`src/rtl/reg_scoreboard_if.sv`:
```
// Decode/writeback/kill bundle for the RAW-hazard scoreboard.
// master = decode/pipeline side, slave = scoreboard.
interface reg_scoreboard_if #(
    parameter int REG_W   = 5,
    parameter int NUM_SRC = 2,
    parameter int CNT_W   = 2,
    parameter int STALL_W = 32
) ();
    logic                     issue_valid;
    logic                     issue_ready;
    logic [REG_W-1:0]         issue_dst;
    logic                     issue_dst_en;
    logic [NUM_SRC*REG_W-1:0] issue_src;
    logic [NUM_SRC-1:0]       issue_src_en;
    logic                     wb_valid;
    logic [REG_W-1:0]         wb_dst;
    logic                     kill_valid;
    logic [REG_W-1:0]         kill_dst;
    logic [NUM_SRC-1:0]       fwd_hit;
    logic [REG_W+CNT_W-1:0]   inflight;
    logic [STALL_W-1:0]       stall_cycles;
    logic                     err;

    modport master (
        output issue_valid, issue_dst, issue_dst_en,
        output issue_src, issue_src_en,
        output wb_valid, wb_dst, kill_valid, kill_dst,
        input  issue_ready, fwd_hit, inflight,
        input  stall_cycles, err
    );

    modport slave (
        input  issue_valid, issue_dst, issue_dst_en,
        input  issue_src, issue_src_en,
        input  wb_valid, wb_dst, kill_valid, kill_dst,
        output issue_ready, fwd_hit, inflight,
        output stall_cycles, err
    );
endinterface

```
`src/rtl/reg_scoreboard.sv`:
```
// RAW-hazard scoreboard: per-register pending-write counters gating issue.
// Define SB_BYPASS_EN to let a same-cycle writeback satisfy a source.
module reg_scoreboard #(
    parameter int NUM_REGS = 32,
    parameter int REG_W    = 5,
    parameter int NUM_SRC  = 2,
    parameter int CNT_W    = 2,
    parameter int STALL_W  = 32
) (
    input logic              clk,
    input logic              reset,
    reg_scoreboard_if.slave  sb
);
    localparam int IW = REG_W + CNT_W;
    localparam int NW = CNT_W + 2;
    localparam logic [CNT_W-1:0] CMAX = '1;
    localparam logic [CNT_W-1:0] CONE = CNT_W'(1);
    localparam logic signed [NW-1:0] N_ONE = NW'(1);

    logic [CNT_W-1:0]   cnt_q [NUM_REGS];
    logic [CNT_W-1:0]   cnt_d [NUM_REGS];
    logic [IW-1:0]      inflight_q, inflight_d;
    logic [STALL_W-1:0] stall_q, stall_d;
    logic               err_q, err_d;

    logic [REG_W-1:0]   src [NUM_SRC];
    logic [NUM_SRC-1:0] pend, byp, hazard;
    logic               sat, ready, fire;

    always_comb begin : issue_check
        pend = '0;
        byp  = '0;
        for (int i = 0; i < NUM_SRC; i++) begin
            src[i]  = sb.issue_src[i*REG_W +: REG_W];
            pend[i] = sb.issue_src_en[i] && src[i] != '0
                      && cnt_q[src[i]] != '0;
`ifdef SB_BYPASS_EN
            byp[i]  = cnt_q[src[i]] == CONE && sb.wb_valid
                      && sb.wb_dst == src[i];
`else
            byp[i]  = 1'b0;
`endif
        end
        hazard = pend & ~byp;
        sat    = sb.issue_dst_en && sb.issue_dst != '0
                 && cnt_q[sb.issue_dst] == CMAX;
        ready  = !(|hazard) && !sat;
        fire   = sb.issue_valid && ready && sb.issue_dst_en
                 && sb.issue_dst != '0;
    end

    logic signed [NW-1:0] nxt, dlt;
    logic [IW-1:0]        delta;
    logic                 err_set;

    // Every event on a register folds into one net update, clamped at both ends.
    always_comb begin : count_next
        err_set = 1'b0;
        delta   = '0;
        nxt     = '0;
        dlt     = '0;
        for (int r = 0; r < NUM_REGS; r++) begin
            cnt_d[r] = cnt_q[r];
            if (r != 0) begin
                nxt = $signed({2'b00, cnt_q[r]});
                if (fire && sb.issue_dst == REG_W'(r))
                    nxt = nxt + N_ONE;
                if (sb.wb_valid && sb.wb_dst == REG_W'(r))
                    nxt = nxt - N_ONE;
                if (sb.kill_valid && sb.kill_dst == REG_W'(r))
                    nxt = nxt - N_ONE;
                if (nxt[NW-1]) begin
                    cnt_d[r] = '0;
                    err_set  = 1'b1;
                end else if (nxt[NW-2]) begin
                    cnt_d[r] = CMAX;
                    err_set  = 1'b1;
                end else begin
                    cnt_d[r] = nxt[CNT_W-1:0];
                end
                dlt   = $signed({2'b00, cnt_d[r]})
                        - $signed({2'b00, cnt_q[r]});
                delta = delta + {{(IW-NW){dlt[NW-1]}}, dlt};
            end
        end
        inflight_d = inflight_q + delta;
        stall_d    = stall_q;
        if (sb.issue_valid && !ready && stall_q != '1)
            stall_d = stall_q + STALL_W'(1);
        err_d = err_q | err_set;
    end

    always_ff @(posedge clk or negedge reset) begin
        if (!reset) begin
            for (int r = 0; r < NUM_REGS; r++)
                cnt_q[r] <= '0;
            inflight_q <= '0;
            stall_q    <= '0;
            err_q      <= 1'b0;
        end else begin
            for (int r = 0; r < NUM_REGS; r++)
                cnt_q[r] <= cnt_d[r];
            inflight_q <= inflight_d;
            stall_q    <= stall_d;
            err_q      <= err_d;
        end
    end

    assign sb.issue_ready  = ready;
    assign sb.fwd_hit      = byp & pend;
    assign sb.inflight     = inflight_q;
    assign sb.stall_cycles = stall_q;
    assign sb.err          = err_q;
endmodule

```
`src/flat_wrapper.sv`:
```
// flat-port wrapper written by rule: the top's interface ports become plain ports
module reg_scoreboard_flat 
#(
    parameter int NUM_REGS = 32,
    parameter int REG_W    = 5,
    parameter int NUM_SRC  = 2,
    parameter int CNT_W    = 2,
    parameter int STALL_W  = 32
)
  (clk, reset, sb_issue_valid, sb_issue_dst, sb_issue_dst_en, sb_issue_src, sb_issue_src_en, sb_wb_valid, sb_wb_dst, sb_kill_valid, sb_kill_dst, sb_issue_ready, sb_fwd_hit, sb_inflight, sb_stall_cycles, sb_err);
  reg_scoreboard_if #(.REG_W(REG_W), .NUM_SRC(NUM_SRC), .CNT_W(CNT_W), .STALL_W(STALL_W)) sb_i ();
  input logic clk;
  input logic reset;
  input wire logic [$bits(sb_i.issue_valid)-1:0] sb_issue_valid;
  input wire logic [$bits(sb_i.issue_dst)-1:0] sb_issue_dst;
  input wire logic [$bits(sb_i.issue_dst_en)-1:0] sb_issue_dst_en;
  input wire logic [$bits(sb_i.issue_src)-1:0] sb_issue_src;
  input wire logic [$bits(sb_i.issue_src_en)-1:0] sb_issue_src_en;
  input wire logic [$bits(sb_i.wb_valid)-1:0] sb_wb_valid;
  input wire logic [$bits(sb_i.wb_dst)-1:0] sb_wb_dst;
  input wire logic [$bits(sb_i.kill_valid)-1:0] sb_kill_valid;
  input wire logic [$bits(sb_i.kill_dst)-1:0] sb_kill_dst;
  output wire logic [$bits(sb_i.issue_ready)-1:0] sb_issue_ready;
  output wire logic [$bits(sb_i.fwd_hit)-1:0] sb_fwd_hit;
  output wire logic [$bits(sb_i.inflight)-1:0] sb_inflight;
  output wire logic [$bits(sb_i.stall_cycles)-1:0] sb_stall_cycles;
  output wire logic [$bits(sb_i.err)-1:0] sb_err;
  assign sb_i.issue_valid = sb_issue_valid;
  assign sb_i.issue_dst = sb_issue_dst;
  assign sb_i.issue_dst_en = sb_issue_dst_en;
  assign sb_i.issue_src = sb_issue_src;
  assign sb_i.issue_src_en = sb_issue_src_en;
  assign sb_i.wb_valid = sb_wb_valid;
  assign sb_i.wb_dst = sb_wb_dst;
  assign sb_i.kill_valid = sb_kill_valid;
  assign sb_i.kill_dst = sb_kill_dst;
  assign sb_issue_ready = sb_i.issue_ready;
  assign sb_fwd_hit = sb_i.fwd_hit;
  assign sb_inflight = sb_i.inflight;
  assign sb_stall_cycles = sb_i.stall_cycles;
  assign sb_err = sb_i.err;
  reg_scoreboard #(.NUM_REGS(NUM_REGS), .REG_W(REG_W), .NUM_SRC(NUM_SRC), .CNT_W(CNT_W), .STALL_W(STALL_W)) u_core (.clk(clk), .reset(reset), .sb(sb_i));
endmodule
```
`config.mk`:
```
export PLATFORM = sky130hd
export DESIGN_NAME = reg_scoreboard_flat
export DESIGN_NICKNAME = d
export VERILOG_FILES = /design/src/rtl/reg_scoreboard_if.sv /design/src/rtl/reg_scoreboard.sv /design/src/flat_wrapper.sv
export SDC_FILE = /design/constraint.sdc
export NUM_CORES = 1
export LEC_CHECK = 0
export ABC_AREA = 1
export ABC_CLOCK_PERIOD_IN_PS = 8500
export BUFFER_PORTS_ARGS = -buffer_cell sky130_fd_sc_hd__buf_4
export CORE_MARGIN = 2
export CORE_UTILIZATION = 59
export DETAILED_ROUTE_END_ITERATION = 6
export GPL_TIMING_DRIVEN = 0
export PLACE_DENSITY = 0.83
export SYNTH_ARGS = -nofsm -noshare
export SYNTH_HDL_FRONTEND = slang
export SYNTH_SLANG_ARGS = --single-unit
```
`constraint.sdc`:
```
create_clock -name clk -period 8.5 [get_ports clk]
set_input_delay 0.85 -clock clk [delete_from_list [all_inputs] [get_ports clk]]
set_output_delay 0.85 -clock clk [all_outputs]
set_load 0.03 [all_outputs]
```
=== Word-level counts from Yosys, hierarchy flattened ===
Cells that the tools add are included.

* $add $sub $neg: 156
* Order comparisons: 3
* Equal/unequal tests: 95
* Muxes and demuxes: 226
* Bitwise operators: 4
* Reductions and logical operators: 114

{| class="wikitable"
|+ Operator list
! operator !! number
|-
| 4-bit two-way mux || 92
|-
| 4-bit by 2-bit subtractor with 4-bit output (second input constant) || 62
|-
| 5-bit equality test (second input constant) || 48
|-
| 7-bit adder || 30
|-
| 2-bit two-way mux || 68
|-
| 5-bit by 4-bit equality test with 1-bit output (second input constant) || 24
|-
| 1-bit logical AND || 105
|-
| 2-bit by 1-bit adder with 3-bit output (second input constant) || 31
|-
| 2-bit by 2-bit subtractor with 3-bit output || 31
|-
| 1-bit two-way mux || 62
|-
| 5-bit by 3-bit equality test with 1-bit output (second input constant) || 12
|-
| 32-bit by 1-bit adder with 32-bit output (second input constant) || 1
|-
| 32-bit != test (second input constant) || 1
|-
| 2-bit binary-select mux with 5-bit select || 3
|-
| 5-bit by 2-bit equality test with 1-bit output (second input constant) || 6
|-
| 6-bit greater-or-equal comparator (second input constant) || 3
|-
| 5-bit inverter with 6-bit output || 3
|-
| 5-bit by 1-bit equality test with 1-bit output (second input constant) || 3
|-
| 5-bit nonzero test || 3
|-
| 3-bit by 3-bit adder with 4-bit output || 1
|-
| 2-bit nonzero test || 2
|-
| 1-bit logical NOT || 3
|-
| 3-bit two-way mux || 1
|-
| 2-bit equality test (second input constant) || 1
|-
| other kinds (2) || 2
|}

* Register bits: 102
* Input port bits: 33
* Output and inout bits: 43
* Word-level logic and storage cells: 632

=== Logic depth before layout (Yosys ltp) ===
* Word-level depth: 81
* Mapped depth: 58

=== Worst setup path after synthesis ===
No wires, ideal clock.

* Path type: input-to-reg
* Start: in sb_issue_dst[1]
* End: reg u_core.inflight_q[6], in the netlist u_core.sb.inflight[6]
* Setup time: 0.125 ns
* Arrival: 9.949 ns
* Slack: -1.574 ns
* Stages on the path: 50
* Path buffers: 4
* Cells stage by stage: buf_2 > inv_2 > buf_2 > nand2_1 > nand2_1 > nand2_1 > nand2_1 > o21ai_0 > nand2_1 > nand2_1 > nor2_2 > nor2_4 > buf_2 > buf_2 > nand4_1 > nand2_1 > ha_1 > or2_2 > [... 14 more ...] > fa_1 > fa_1 > inv_1 > fa_1 > fa_1 > fa_1 > fa_1 > fa_1 > inv_1 > fa_1 > inv_1 > ha_1 > inv_1 > fa_1 > o21ai_0 > xor2_1 > xor2_1 > xnor2_1

{| class="wikitable"
|+ RTL lines
! item !! RTL line !! RTL
|-
| start, declared || flat_wrapper.sv:15 || <nowiki>input wire logic [$bits(sb_i.issue_dst)-1:0] sb_issue_dst;</nowiki>
|-
| end signal, assigned || reg_scoreboard.sv:103 || <nowiki>inflight_q <= inflight_d;</nowiki>
|-
| end, declared || reg_scoreboard.sv:22 || <nowiki>logic [IW-1:0] inflight_q, inflight_d;</nowiki>
|}

==> out/results.txt <==
outcome: finished, violations left
failing checks: DRC, setup timing
Fin. Hold Viols: 0
Initial DRC Count: 2469
routability-driven placement congestion ratio: 1.09
largest net degree at the start of global routing: 103
H-tree depth: 3
ys flop type: dfrtp_1
CP Launch Type: flip-flop
cell taking the most area after synthesis: nand2_1
top cells by area, synth: nand2_1 17%, fa_1 15%, dfrtp_1 14%, inv_1 13%, ha_1 11%
CP required: 8800 ps
count leader, synth: nand2_1
Crit path arrival time: 10770 ps
Syn-to-layout area delta: 20.9%
Die Ht: 178 um
synthesized area: 0.0179 mm^2
post-synthesis mux area share: 0.0560%
Slew Limit Fails: 0
DR WL/cell: 20.7 um
root buf cell: clkbuf_16
CP Max Fanout: 6
area share of the largest cell type after synthesis: 16.6%
post-synthesis simple-gate area fraction: 38.3%
commonest cells in the netlist: 792 x nand2_1, 642 x inv_1, 393 x nor2_1, 239 x nand3_1, 152 x ha_1
post-route worst setup slack: -1980 ps
clock sinks: 102
Avg Inst Size Synth: 6.20 um^2
Slowest cell on crit path: fa_2
Synth Instances: 2883
placed cells: 3344
compound-gate portion of the synthesized area: 3.84%
crit path kind: reg -> reg
cell family with most CP delay: adder cells
crit path time final: 10480 ps
Vias: 20081
first-pass GRT wire length: 102000 um
Critical Path Max Stage Delay: 720 ps
Yosys warning total: 0
ANT nets after route: 0
fmax: 0.0954 GHz
number of remaining DRC errors: 15
TritonCTS buffer count: 9
layout cells sized above 1: 19.2%
Post-synth EDFFs: 0
Yosys reg bits: 102
Inserted Diodes: 0
Distinct cells, synth: 44
die area: 0.0317 mm^2
port bufs: 70
GRT Util Overall: 43.3%
gr ovfl total: 0
initial antenna violation count: 1
Rows: 63
core area: 0.0297 mm^2
CTS tree: built
Vias/cell: 5.82
final setup violation count: 6
DP HPWL: 53900 um
Worst-path clk slew: 110 ps
worst skew pair latency: 400 ps
NumNets Final: 3376
Post-synth ARST share: 100%
Max clock buf depth: 2
Initial Utilization: 60.2%
hold slack: 377 ps
worst-margin pin slew: 1100 ps
Worst Path Buf+Inv: 9
Pre-Repair DR Iteration Count: 7
maxcap violations: 0
RSZ-0062 raised after global routing: true
Hold/Removal Path Class: in -> async
Crit path top cell by count: nand2_1
Tcrit/Tclk final: 123%
fillers: 2485
main combinational cell family by area after synthesis: simple AND/OR/NAND/NOR gates
vias in the first global route: 18567
Critical Path Sink Type: flip-flop
skew final: 24.9 ps
die width: 178 um
drt total wl: 71600 um
Seq/Total Area, Yosys: 14.3%
final std cells w/o fill: 3451
num ports: 76
slew margin rel.: 26.5%
xor-xnor portion of the synthesized cell area: 2.74%
adder-cell share of the synthesized area: 25.7%
DP Worst Slack: -2880 ps
-- area by class of cell --
type,count,area [um^2],share of cell area [%]
Buffer,41,494,2.28
Tap cell,390,488,2.26
Sequential cell,102,2550,11.8
Clock buffer,9,225,1.04
Multi-Input combinational cell,2092,13800,63.9
Inverter,649,2440,11.3
Timing Repair Buffer,161,1510,6.99
Clock inverter,7,93.8,0.434
-- state kept, by name, summed over array words and instances, names as in the netlist --
signal	flops
u_core.sb.inflight	7
u_core.sb.stall_cycles	32
u_core.cnt_q	62
u_core.sb.err	1
-- worst paths after layout --
kind                                               to  slack, ps  cells past startpoint                       start
hold reg to reg            u_core.sb.stall_cycles[28]        500                      1  u_core.sb.stall_cycles[28]
setup reg to reg                u_core.sb.inflight[6]      -1980                     48             u_core.cnt_q[6]
setup / recovery                u_core.sb.inflight[6]      -1980                     48             u_core.cnt_q[6]
hold / removal             u_core.sb.stall_cycles[18]        380                      1                       reset
max in group asynchronous            u_core.cnt_q[22]       7380                      2                       reset
min in group clk           u_core.sb.stall_cycles[28]        500                      1  u_core.sb.stall_cycles[28]
-- timing repair --
action	4_1_cts	5_1_grt
buffers inserted	26	57
hold buffers	0	0
hold endpoints to repair	0	0
pin swaps	39	127
resized for setup	104	257
cloned	0	8
endpoints found under the setup margin	6	6
-- cell usage in the layout, fill, tap and decap left out, drive strengths merged --
master and instances:
buf 185, o21a 1, nand4 66, o41ai 1
and2 3, fa 135, nand3 243, o211ai 1
o21ai 68, nor4 5, nor3b 1, nand2 795
or2 33, inv 650, clkinvlp 1, a21oi 51
mux2i 1, conb 2, dfrtp 102, o21bai 1
nor2 399, clkinv 5, and3b 1, xnor2 23
nor3 55, clkbuf 26, xor2 33, o32ai 1
ha 152, a31oi 6, o211a 1, nand3b 14
-- layer usage --
metal,vias up,GRT usage (%),wire length (um)
li1,9141,-,-
met1,9320,54.9,26900
met2,1245,66.5,30600
met3,373,9.25,8080
met4,2,29.1,6040
met5,-,0,8
-- logic make-up after synthesis --
family	count (synthesis)
simple gates	1615
buf+inv	690
fa+ha+maj	287
compound gates	131
flops	102
xor+xnor	56
other cells	1
mux	1
-- worst reg2reg max path: cells and delay by family (launching register included) --
kind,cells,cell delay [ps]
xor+xnor,3,570
buf+inv,9,790
fa+ha+maj,14,5840
compound gates,2,230
simple gates,20,2470
flops,1,490
-- stage by stage --
stage / setup TNS, ps / instance area (um^2) / util, %
6_report: -7320 / 21600 / 72.8
5_1_grt: -8970 / 21600 / 72.8
4_1_cts: -6600 / 20100 / 67.8
3_5_place_dp: -12850 / 19300 / 64.8
3_3_place_gp: -12240 / 19300 / 64.8
2_1_floorplan: -3010 / 18300 / -
Power is left out: the tool's default activity adds up to more than one toggle a clock period on the data nets, which glitch-free logic cannot reach.
